**config.mk**
```make
export PLATFORM = sky130hd
export DESIGN_NAME = alu_pipe
export DESIGN_NICKNAME = d
export VERILOG_FILES = /design/src/rtl/alu_pipe_pkg.sv /design/src/rtl/alu_pipe_mul.sv /design/src/rtl/alu_pipe.sv
export SDC_FILE = /design/constraint.sdc
export NUM_CORES = 1
export LEC_CHECK = 0
export ABC_AREA = 1
export CAP_MARGIN = 20
export CORE_AREA = 5 5 149 151
export DETAILED_ROUTE_END_ITERATION = 7
export DIE_AREA = 0 0 154 156
export PLACE_DENSITY = 0.68
export SETUP_SLACK_MARGIN = 0.02
export SLEW_MARGIN = 0
export SYNTH_ARGS = -nofsm -noshare
export SYNTH_HDL_FRONTEND = slang
export SYNTH_HIERARCHICAL = 1
export SYNTH_SLANG_ARGS = --single-unit
```
**constraint.sdc**
```tcl
create_clock -name clk_i -period 5.5 [get_ports clk_i]
set_input_delay 1.1 -clock clk_i [delete_from_list [all_inputs] [get_ports clk_i]]
set_output_delay 1.1 -clock clk_i [all_outputs]
set_load 0.02 [all_outputs]
```
**src/rtl/alu_pipe_pkg.sv**
```systemverilog
// Shared types for the pipelined ALU: FSM states, command encodings, status
// flag bundle and the single-operand command classifiers.
package alu_pipe_pkg;

  // Width of the decoded opcode field; command bits above it must be zero.
  localparam int unsigned OpW = 4;

  typedef enum logic [2:0] {
    StIdle,
    StWaitA,
    StWaitB,
    StExec,
    StMul2
  } state_e;

  typedef enum logic [OpW-1:0] {
    ArAdd    = 4'd0,
    ArSub    = 4'd1,
    ArAddCin = 4'd2,
    ArSubCin = 4'd3,
    ArIncA   = 4'd4,
    ArDecA   = 4'd5,
    ArIncB   = 4'd6,
    ArDecB   = 4'd7,
    ArCmp    = 4'd8,
    ArMulInc = 4'd9,
    ArMulShl = 4'd10
  } arith_cmd_e;

  typedef enum logic [OpW-1:0] {
    LgAnd  = 4'd0,
    LgNand = 4'd1,
    LgOr   = 4'd2,
    LgNor  = 4'd3,
    LgXor  = 4'd4,
    LgXnor = 4'd5,
    LgNotA = 4'd6,
    LgNotB = 4'd7,
    LgShrA = 4'd8,
    LgShlA = 4'd9,
    LgShrB = 4'd10,
    LgShlB = 4'd11,
    LgRolA = 4'd12,
    LgRorA = 4'd13
  } logic_cmd_e;

  typedef struct packed {
    logic cout;
    logic oflow;
    logic g;
    logic e;
    logic l;
    logic err;
  } flags_t;

  // Commands that only need operand A and may execute without B.
  function automatic logic is_a_only(input logic mode, input logic [OpW-1:0] op);
    logic r;
    if (mode) begin
      r = (op == ArIncA) || (op == ArDecA);
    end else begin
      r = (op == LgNotA) || (op == LgShrA) || (op == LgShlA);
    end
    return r;
  endfunction

  // Commands that only need operand B and may execute without A.
  function automatic logic is_b_only(input logic mode, input logic [OpW-1:0] op);
    logic r;
    if (mode) begin
      r = (op == ArIncB) || (op == ArDecB);
    end else begin
      r = (op == LgNotB) || (op == LgShrB) || (op == LgShlB);
    end
    return r;
  endfunction

endpackage

```
**src/rtl/alu_pipe_mul.sv**
```systemverilog
// One-register pipelined unsigned multiplier, DW x DW -> 2*DW.
module alu_pipe_mul #(
  parameter int unsigned DW = 8
) (
  input  logic            clk_i,
  input  logic            rst_ni,
  input  logic            en_i,
  input  logic [DW-1:0]   a_i,
  input  logic [DW-1:0]   b_i,
  output logic [2*DW-1:0] p_o
);

  localparam int unsigned W2 = 2 * DW;

  logic [W2-1:0] p_d, p_q;

  // Full-width product of the zero-extended operands.
  always_comb begin
    p_d = W2'(a_i) * W2'(b_i);
  end

  // Product register, loaded only when the top enables it.
  always_ff @(posedge clk_i or negedge rst_ni) begin
    if (!rst_ni) begin
      p_q <= '0;
    end else if (en_i) begin
      p_q <= p_d;
    end
  end

  assign p_o = p_q;

endmodule

```
**src/rtl/alu_pipe.sv**
```systemverilog
// Operand-collecting ALU: gathers A/B (possibly on different cycles, with a
// timeout), executes one arithmetic or logic command and pulses res_valid_o.
// Multiplies take an extra cycle through alu_pipe_mul.
module alu_pipe
  import alu_pipe_pkg::*;
#(
  parameter int unsigned DW      = 8,
  parameter int unsigned CW      = 4,
  parameter int unsigned TIMEOUT = 16
) (
  input  logic            clk_i,
  input  logic            rst_ni,
  input  logic            ce_i,
  input  logic [1:0]      inp_valid_i,
  input  logic [DW-1:0]   opa_i,
  input  logic [DW-1:0]   opb_i,
  input  logic            cin_i,
  input  logic            mode_i,
  input  logic [CW-1:0]   cmd_i,
  output logic            ready_o,
  output logic            res_valid_o,
  output logic [2*DW-1:0] res_o,
  output logic            cout_o,
  output logic            oflow_o,
  output logic            g_o,
  output logic            e_o,
  output logic            l_o,
  output logic            err_o
);

  localparam int unsigned W2   = 2 * DW;
  localparam int unsigned ShW  = $clog2(DW);
  localparam int unsigned CntW = $clog2(TIMEOUT + 1);

  state_e          state_q, state_d;
  logic [CntW-1:0] cnt_q, cnt_d;
  logic [DW-1:0]   a_q, a_d, b_q, b_d;
  logic [CW-1:0]   cmd_q, cmd_d;
  logic            mode_q, mode_d, cin_q, cin_d;
  logic [W2-1:0]   res_q, res_d;
  flags_t          flags_q, flags_d;
  logic            res_valid_q, res_valid_d;

  // Opcode decode of the latched and incoming commands.
  logic [OpW-1:0]  op_q;
  logic            cmd_wide_q;
  logic            in_a_only, in_b_only;

  assign op_q       = OpW'(cmd_q);
  assign cmd_wide_q = |(cmd_q >> OpW);
  assign in_a_only  = ~(|(cmd_i >> OpW)) & is_a_only(mode_i, OpW'(cmd_i));
  assign in_b_only  = ~(|(cmd_i >> OpW)) & is_b_only(mode_i, OpW'(cmd_i));

  // Single-cycle datapath over the latched operands.
  logic [W2-1:0]   a_ext, b_ext, cin_ext;
  logic [ShW-1:0]  rot_sh;
  logic            rot_err;
  logic [DW-1:0]   rol_a, ror_a, lg_res;
  logic [W2-1:0]   alu_res;
  flags_t          alu_flags;
  logic            alu_is_mul;

  assign a_ext   = W2'(a_q);
  assign b_ext   = W2'(b_q);
  assign cin_ext = W2'(cin_q);
  assign rot_sh  = b_q[ShW-1:0];
  assign rot_err = |(b_q >> ShW);
  assign rol_a   = DW'(({a_q, a_q} << rot_sh) >> DW);
  assign ror_a   = DW'({a_q, a_q} >> rot_sh);

  // Multiplier: both commands reduce to A*B; the correction is applied after.
  logic [W2-1:0]   mul_p, mul_res;
  logic            mul_en;

  assign mul_en  = ce_i & (state_q == StExec) & alu_is_mul;
  assign mul_res = (op_q == ArMulInc) ? (mul_p + a_ext + b_ext + W2'(1)) : (mul_p << 1);

  alu_pipe_mul #(
    .DW (DW)
  ) u_mul (
    .clk_i  (clk_i),
    .rst_ni (rst_ni),
    .en_i   (mul_en),
    .a_i    (a_q),
    .b_i    (b_q),
    .p_o    (mul_p)
  );

  // Command decode: result, flags and multiply detection for EXEC.
  always_comb begin
    alu_res    = '0;
    alu_flags  = '0;
    alu_is_mul = 1'b0;
    lg_res     = '0;
    if (cmd_wide_q) begin
      alu_flags.err = 1'b1;
    end else if (mode_q) begin
      case (op_q)
        ArAdd: begin
          alu_res        = a_ext + b_ext;
          alu_flags.cout = alu_res[DW];
        end
        ArSub: begin
          alu_res         = a_ext - b_ext;
          alu_flags.oflow = (a_q < b_q);
        end
        ArAddCin: begin
          alu_res        = a_ext + b_ext + cin_ext;
          alu_flags.cout = alu_res[DW];
        end
        ArSubCin: begin
          alu_res         = a_ext - b_ext - cin_ext;
          alu_flags.oflow = (a_ext < (b_ext + cin_ext));
        end
        ArIncA: begin
          alu_res        = a_ext + W2'(1);
          alu_flags.cout = alu_res[DW];
        end
        ArDecA: begin
          alu_res         = a_ext - W2'(1);
          alu_flags.oflow = (a_q == '0);
        end
        ArIncB: begin
          alu_res        = b_ext + W2'(1);
          alu_flags.cout = alu_res[DW];
        end
        ArDecB: begin
          alu_res         = b_ext - W2'(1);
          alu_flags.oflow = (b_q == '0);
        end
        ArCmp: begin
          alu_flags.g = (a_q > b_q);
          alu_flags.e = (a_q == b_q);
          alu_flags.l = (a_q < b_q);
        end
        ArMulInc, ArMulShl: alu_is_mul = 1'b1;
        default: alu_flags.err = 1'b1;
      endcase
    end else begin
      case (op_q)
        LgAnd:  lg_res = a_q & b_q;
        LgNand: lg_res = ~(a_q & b_q);
        LgOr:   lg_res = a_q | b_q;
        LgNor:  lg_res = ~(a_q | b_q);
        LgXor:  lg_res = a_q ^ b_q;
        LgXnor: lg_res = ~(a_q ^ b_q);
        LgNotA: lg_res = ~a_q;
        LgNotB: lg_res = ~b_q;
        LgShrA: lg_res = {1'b0, a_q[DW-1:1]};
        LgShlA: lg_res = {a_q[DW-2:0], 1'b0};
        LgShrB: lg_res = {1'b0, b_q[DW-1:1]};
        LgShlB: lg_res = {b_q[DW-2:0], 1'b0};
        LgRolA: begin
          lg_res        = rol_a;
          alu_flags.err = rot_err;
        end
        LgRorA: begin
          lg_res        = ror_a;
          alu_flags.err = rot_err;
        end
        default: alu_flags.err = 1'b1;
      endcase
      alu_res = {{DW{1'b0}}, lg_res};
    end
  end

  // FSM next state, operand capture, timeout and result/flag registration.
  always_comb begin
    state_d     = state_q;
    cnt_d       = cnt_q;
    a_d         = a_q;
    b_d         = b_q;
    cmd_d       = cmd_q;
    mode_d      = mode_q;
    cin_d       = cin_q;
    res_d       = res_q;
    flags_d     = flags_q;
    res_valid_d = 1'b0;
    case (state_q)
      StIdle: begin
        if (inp_valid_i != 2'b00) begin
          cmd_d  = cmd_i;
          mode_d = mode_i;
          cin_d  = cin_i;
          cnt_d  = '0;
          if (inp_valid_i[0]) a_d = opa_i;
          if (inp_valid_i[1]) b_d = opb_i;
          case (inp_valid_i)
            2'b11:   state_d = StExec;
            2'b01:   state_d = in_a_only ? StExec : StWaitB;
            default: state_d = in_b_only ? StExec : StWaitA;
          endcase
        end
      end
      StWaitA, StWaitB: begin
        // The missing operand wins even on the final timeout cycle.
        if ((state_q == StWaitA) && inp_valid_i[0]) begin
          a_d     = opa_i;
          state_d = StExec;
        end else if ((state_q == StWaitB) && inp_valid_i[1]) begin
          b_d     = opb_i;
          state_d = StExec;
        end else if (cnt_q == CntW'(TIMEOUT - 1)) begin
          res_d       = '0;
          flags_d     = '0;
          flags_d.err = 1'b1;
          res_valid_d = 1'b1;
          state_d     = StIdle;
        end else begin
          cnt_d = cnt_q + CntW'(1);
        end
      end
      StExec: begin
        if (alu_is_mul) begin
          state_d = StMul2;
        end else begin
          res_d       = alu_res;
          flags_d     = alu_flags;
          res_valid_d = 1'b1;
          state_d     = StIdle;
        end
      end
      StMul2: begin
        res_d       = mul_res;
        flags_d     = '0;
        res_valid_d = 1'b1;
        state_d     = StIdle;
      end
      default: state_d = StIdle;
    endcase
  end

  // State and output registers; clock enable freezes everything, reset does not wait for it.
  always_ff @(posedge clk_i or negedge rst_ni) begin
    if (!rst_ni) begin
      state_q     <= StIdle;
      cnt_q       <= '0;
      a_q         <= '0;
      b_q         <= '0;
      cmd_q       <= '0;
      mode_q      <= 1'b0;
      cin_q       <= 1'b0;
      res_q       <= '0;
      flags_q     <= '0;
      res_valid_q <= 1'b0;
    end else if (ce_i) begin
      state_q     <= state_d;
      cnt_q       <= cnt_d;
      a_q         <= a_d;
      b_q         <= b_d;
      cmd_q       <= cmd_d;
      mode_q      <= mode_d;
      cin_q       <= cin_d;
      res_q       <= res_d;
      flags_q     <= flags_d;
      res_valid_q <= res_valid_d;
    end
  end

  assign ready_o     = (state_q == StIdle) || (state_q == StWaitA) || (state_q == StWaitB);
  assign res_valid_o = res_valid_q;
  assign res_o       = res_q;
  assign cout_o      = flags_q.cout;
  assign oflow_o     = flags_q.oflow;
  assign g_o         = flags_q.g;
  assign e_o         = flags_q.e;
  assign l_o         = flags_q.l;
  assign err_o       = flags_q.err;

endmodule

```
==> summary by stage <==
Logic synthesis
The share of synthesized area in the top cell type comes to 0.188. In this run the cell area of the synthesized design comes to 10200 µm². The synthesized design contains 0 enable-type register cells. By area the synthesized netlist is led by sky130_fd_sc_hd__nand2_1 19%, sky130_fd_sc_hd__dfrtp_1 17%, sky130_fd_sc_hd__ha_1 11%, sky130_fd_sc_hd__inv_1 9.0%, sky130_fd_sc_hd__fa_1 8.8%. The number of storage elements in the synthesis netlist is 69.

The total nets after synthesis is 1822. The top flip-flop cell by instance count after synthesis is sky130_fd_sc_hd__dfrtp_1. The number of warnings printed during yosys synthesis is 6.

The fraction of the yosys area taken by sequential cells is 0.169. The post-synthesis cell type count is 49. The synthesized design spends more area on one cell type than any other, namely sky130_fd_sc_hd__nand2_1. The share of async-settable or async-resettable flops after synthesis is 1.00.

Synthesis handed over a netlist of 1658 instances. The mean post-synth cell area is 6.15 µm².

Floorplanning
The core footprint is 20700 µm². The die outline area is 24000 µm². The starting density of the core is 0.493.

The initialized floorplan defines 53 standard-cell rows. The width of the chip is 154 µm. The height of the chip is 156 µm. The number of placed I/O pins is 51.

STA
Derived from the worst setup path, the maximum achievable clock frequency is 0.226 GHz. Setup repair after global routing left no endpoint under its margin. The worst clock skew on the final layout is 8.81 ps. The number of endpoints failing setup at the final stage is 0. The number of pins with negative max-slew slack in the final report was 0.

The count of endpoints failing hold in the final timing report was 0. Dividing the final minimum period by the clock period gives 0.805. The post-layout minimum cycle time is 4430 ps. The accumulated negative setup slack is 0 ps. The transition time of the tightest slew-check pin is 1130 ps.

In this run the tightest slew margin relative to its limit is 0.244.

Drt
The number of remaining DRC errors is 0. The count of nets left with antenna violations once routing finished came out at 0. The total detailed-routing wirelength is 34400 µm. The first routing iteration left 1082 violations. For this run, the detailed router's first-pass iteration total came to 6. The routed wire length per instance is 17.5 µm.

The routed via count divided by cell count is 5.58. Summing over every cut layer, the via total after detailed routing is 11000.

Setup path
STA puts the critical path data arrival time at 4670 ps. The critical path capture point type is a register. The critical path goes through nand2_1 -> fa_1 -> fa_1 -> inv_1 -> fa_1 -> inv_1 -> fa_1 -> inv_1 -> ha_1 -> nand2_1 -> inv_1 -> nand2_1 -> nor2_1 -> nand2_1 -> nand3_1 -> nand2_1 -> nand3_1 -> nand2_1. The endpoint of the worst register-to-register path is u_mul/p_o[15]$_DFFE_PN0P_. Counting both buffers and inverters, the worst setup path holds a total of 4. The critical path data required time is 5740 ps. The worst register-to-register path begins at a_q[3]$_DFFE_PN0P_. The startpoint of the worst setup timing path is a_q[3]$_DFFE_PN0P_. The critical path depth in cells is 18. The kind of cell adding the most delay to the critical path is adder cells. Of all nets on the critical path, the largest fanout is 21. In this design, the stage delay of the slowest critical-path cell is 940 ps. By instance count, the cell type seen most on the critical path is sky130_fd_sc_hd__nand2_1.

The endpoint of the worst setup timing path is u_mul/p_o[15]$_DFFE_PN0P_. The launching element type of the critical path is a register. The critical path is of the register to register type. For the worst flop-to-flop path, the logic depth is 18. For this design, the slowest cell found on the critical path is sky130_fd_sc_hd__dfrtp_1. The slack of the worst reg-to-reg path is 1070 ps.

Final layout
The multi-input combinational cells in the finished layout cover a total of 7180 µm². The fraction of layout cells with a size suffix above 1 is 0.0497. The number of nets in the final layout is 1848. The filler cells instantiated in the layout total 2133.

The post-synthesis to final-layout area growth is 10.4%. In the final layout, flip-flops and latches occupy 1730 µm². The number of antenna diodes in the final layout is 0.

Clock tree
The clock insertion delay at the later pin of the skew report is 350 ps. After clock tree synthesis, the repair step resized 0 gates. Buffers inserted to repair hold after CTS numbered 0. TritonCTS built the clock tree. In this run the number of H-tree levels came out at 3. The clock-pin slew of the registers on the worst-case setup and hold paths is 60 ps. The cell at the root of the clock tree is sky130_fd_sc_hd__clkbuf_16. The number of buffers on the longest clock path is 2. Clock tree synthesis found a total of 69 sinks. The number of clock buffers added by TritonCTS is 9.

The buffers inserted during post-CTS setup optimization is 0.

Place
Detailed placement finished with a half-perimeter wire length of 26700 µm. The congestion estimate from routability-driven global placement came to 1.03. The count of buffers from port buffering is 50.

Flow run
The total of max-cap violations is 0.

Worst hold path
The worst hold path class is register to register.

Global routing
The initial antenna violation count is 1. The total overflow left after global routing is 0. The maximum number of pins on one net before global-route repair is 70.

The first-pass GRT wire length is 55600 µm. The number of global-route vias before repair came to 10400. For this run, the total global-route usage over all layers was measured as 0.288.

Status
The run finished with clean final reports.
## stage by stage
step | utilization | instance area (µm²) | hold WS [ps] | worst slack [ps] | cells
detailed placement | 0.528 | 10900 | 469 | 1180 | 1948
CTS | 0.544 | 11300 | 485 | 1140 | 1964
finish | 0.544 | 11300 | 483 | 1070 | 1964
floorplan | - | 10200 | 452 | 1570 | 1658
global route | 0.544 | 11300 | 507 | 901 | 1964
global placement | 0.528 | 10900 | 465 | 1230 | 1948
## tightest hold or removal path: cells and delay by family (launching register included)
family	cells	cell delay [ps]
flops	1	340
simple gates	2	110
## cells in the final DEF, fill, tap and decap left out, types with 3 or more instances in the layout
cell type and instances:
sky130_fd_sc_hd__o21a_1 8, sky130_fd_sc_hd__dfrtp_1 69, sky130_fd_sc_hd__a31oi_1 6, sky130_fd_sc_hd__buf_4 23, sky130_fd_sc_hd__nor2_4 3, sky130_fd_sc_hd__inv_1 244
sky130_fd_sc_hd__nor2_2 8, sky130_fd_sc_hd__clkinv_1 12, sky130_fd_sc_hd__xor2_1 14, sky130_fd_sc_hd__o21ai_1 4, sky130_fd_sc_hd__xnor2_1 7, sky130_fd_sc_hd__nand4_1 27
sky130_fd_sc_hd__ha_1 92, sky130_fd_sc_hd__nand2_1 510, sky130_fd_sc_hd__nor2_1 153, sky130_fd_sc_hd__inv_2 14, sky130_fd_sc_hd__clkbuf_16 9, sky130_fd_sc_hd__nand2_2 9
sky130_fd_sc_hd__inv_6 3, sky130_fd_sc_hd__clkdlybuf4s50_1 49, sky130_fd_sc_hd__o22ai_1 21, sky130_fd_sc_hd__o2111ai_1 4, sky130_fd_sc_hd__fa_1 45, sky130_fd_sc_hd__nor3_1 17
sky130_fd_sc_hd__o21ai_0 91, sky130_fd_sc_hd__nand3_1 126, sky130_fd_sc_hd__or2_2 3, sky130_fd_sc_hd__nand3_2 3, sky130_fd_sc_hd__a21oi_2 3, sky130_fd_sc_hd__o211ai_1 3
sky130_fd_sc_hd__nand3b_1 3, sky130_fd_sc_hd__a21oi_1 83
## layer usage
metal,routed length (µm),vias up,global-route usage
met5,12,-,0
met1,15000,5056,0.397
met4,1200,2,0.0955
met2,15100,503,0.453
met3,3120,84,0.0577
li1,-,5310,-
## registers in the layout, indices dropped and copies added, names as in the netlist, 3 cells and up
register,flops
res_o,16
a_q,8
b_q,8
u_mul/p_o,16
cmd_q,4
cnt_q,5
state_q,3
## cells by family after synthesis
group,synth area share
adders and majority gates,0.201
xor gates and xnor gates,0.0180
muxes,0.00208
buffers and inverters,0.127
AOI/OAI and AO/OA,0.130
and+or+nand+nor,0.353
DFF,0.169
## worst min-delay path by stage
stage                                       end  depth (start not counted)             startpoint  slack, ps
after floorplan            cnt_q[4]$_DFFE_PN0P_                          2   cnt_q[4]$_DFFE_PN0P_        450
final                     res_o[15]$_DFFE_PN0P_                          2  res_o[15]$_DFFE_PN0P_        480
after global placement    res_o[12]$_DFFE_PN0P_                          2  res_o[12]$_DFFE_PN0P_        470
after detailed placement  res_o[12]$_DFFE_PN0P_                          2  res_o[12]$_DFFE_PN0P_        470
after CTS                 res_o[12]$_DFFE_PN0P_                          2  res_o[12]$_DFFE_PN0P_        490
after global routing      res_o[14]$_DFFE_PN0P_                          2  res_o[14]$_DFFE_PN0P_        510
## cell usage after synthesis (all sizes together), types with 8 or more instances
| cell | count |
|---|---|
| buf | 32 |
| clkinv | 12 |
| fa | 45 |
| nor3 | 17 |
| dfrtp | 69 |
| clkbuf | 25 |
| nand3 | 129 |
| nand4 | 27 |
| o21ai | 95 |
| o21a | 8 |
| xor2 | 14 |
| nor2 | 164 |
| nand2 | 519 |
| inv | 258 |
| o22ai | 21 |
| ha | 92 |
| a21oi | 86 |
## final cells by class
type | count | share of cell area
flip-flops and latches | 69 | 0.153
well taps | 275 | 0.0306
clock inverters | 7 | 0.00933
inverters | 270 | 0.0900
repair buffers | 72 | 0.0589
multi-input cells | 1262 | 0.638
clock buffers | 9 | 0.0200
Power is left out: the tool's default activity adds up to more than one toggle a clock period on the data nets, which glitch-free logic cannot reach.
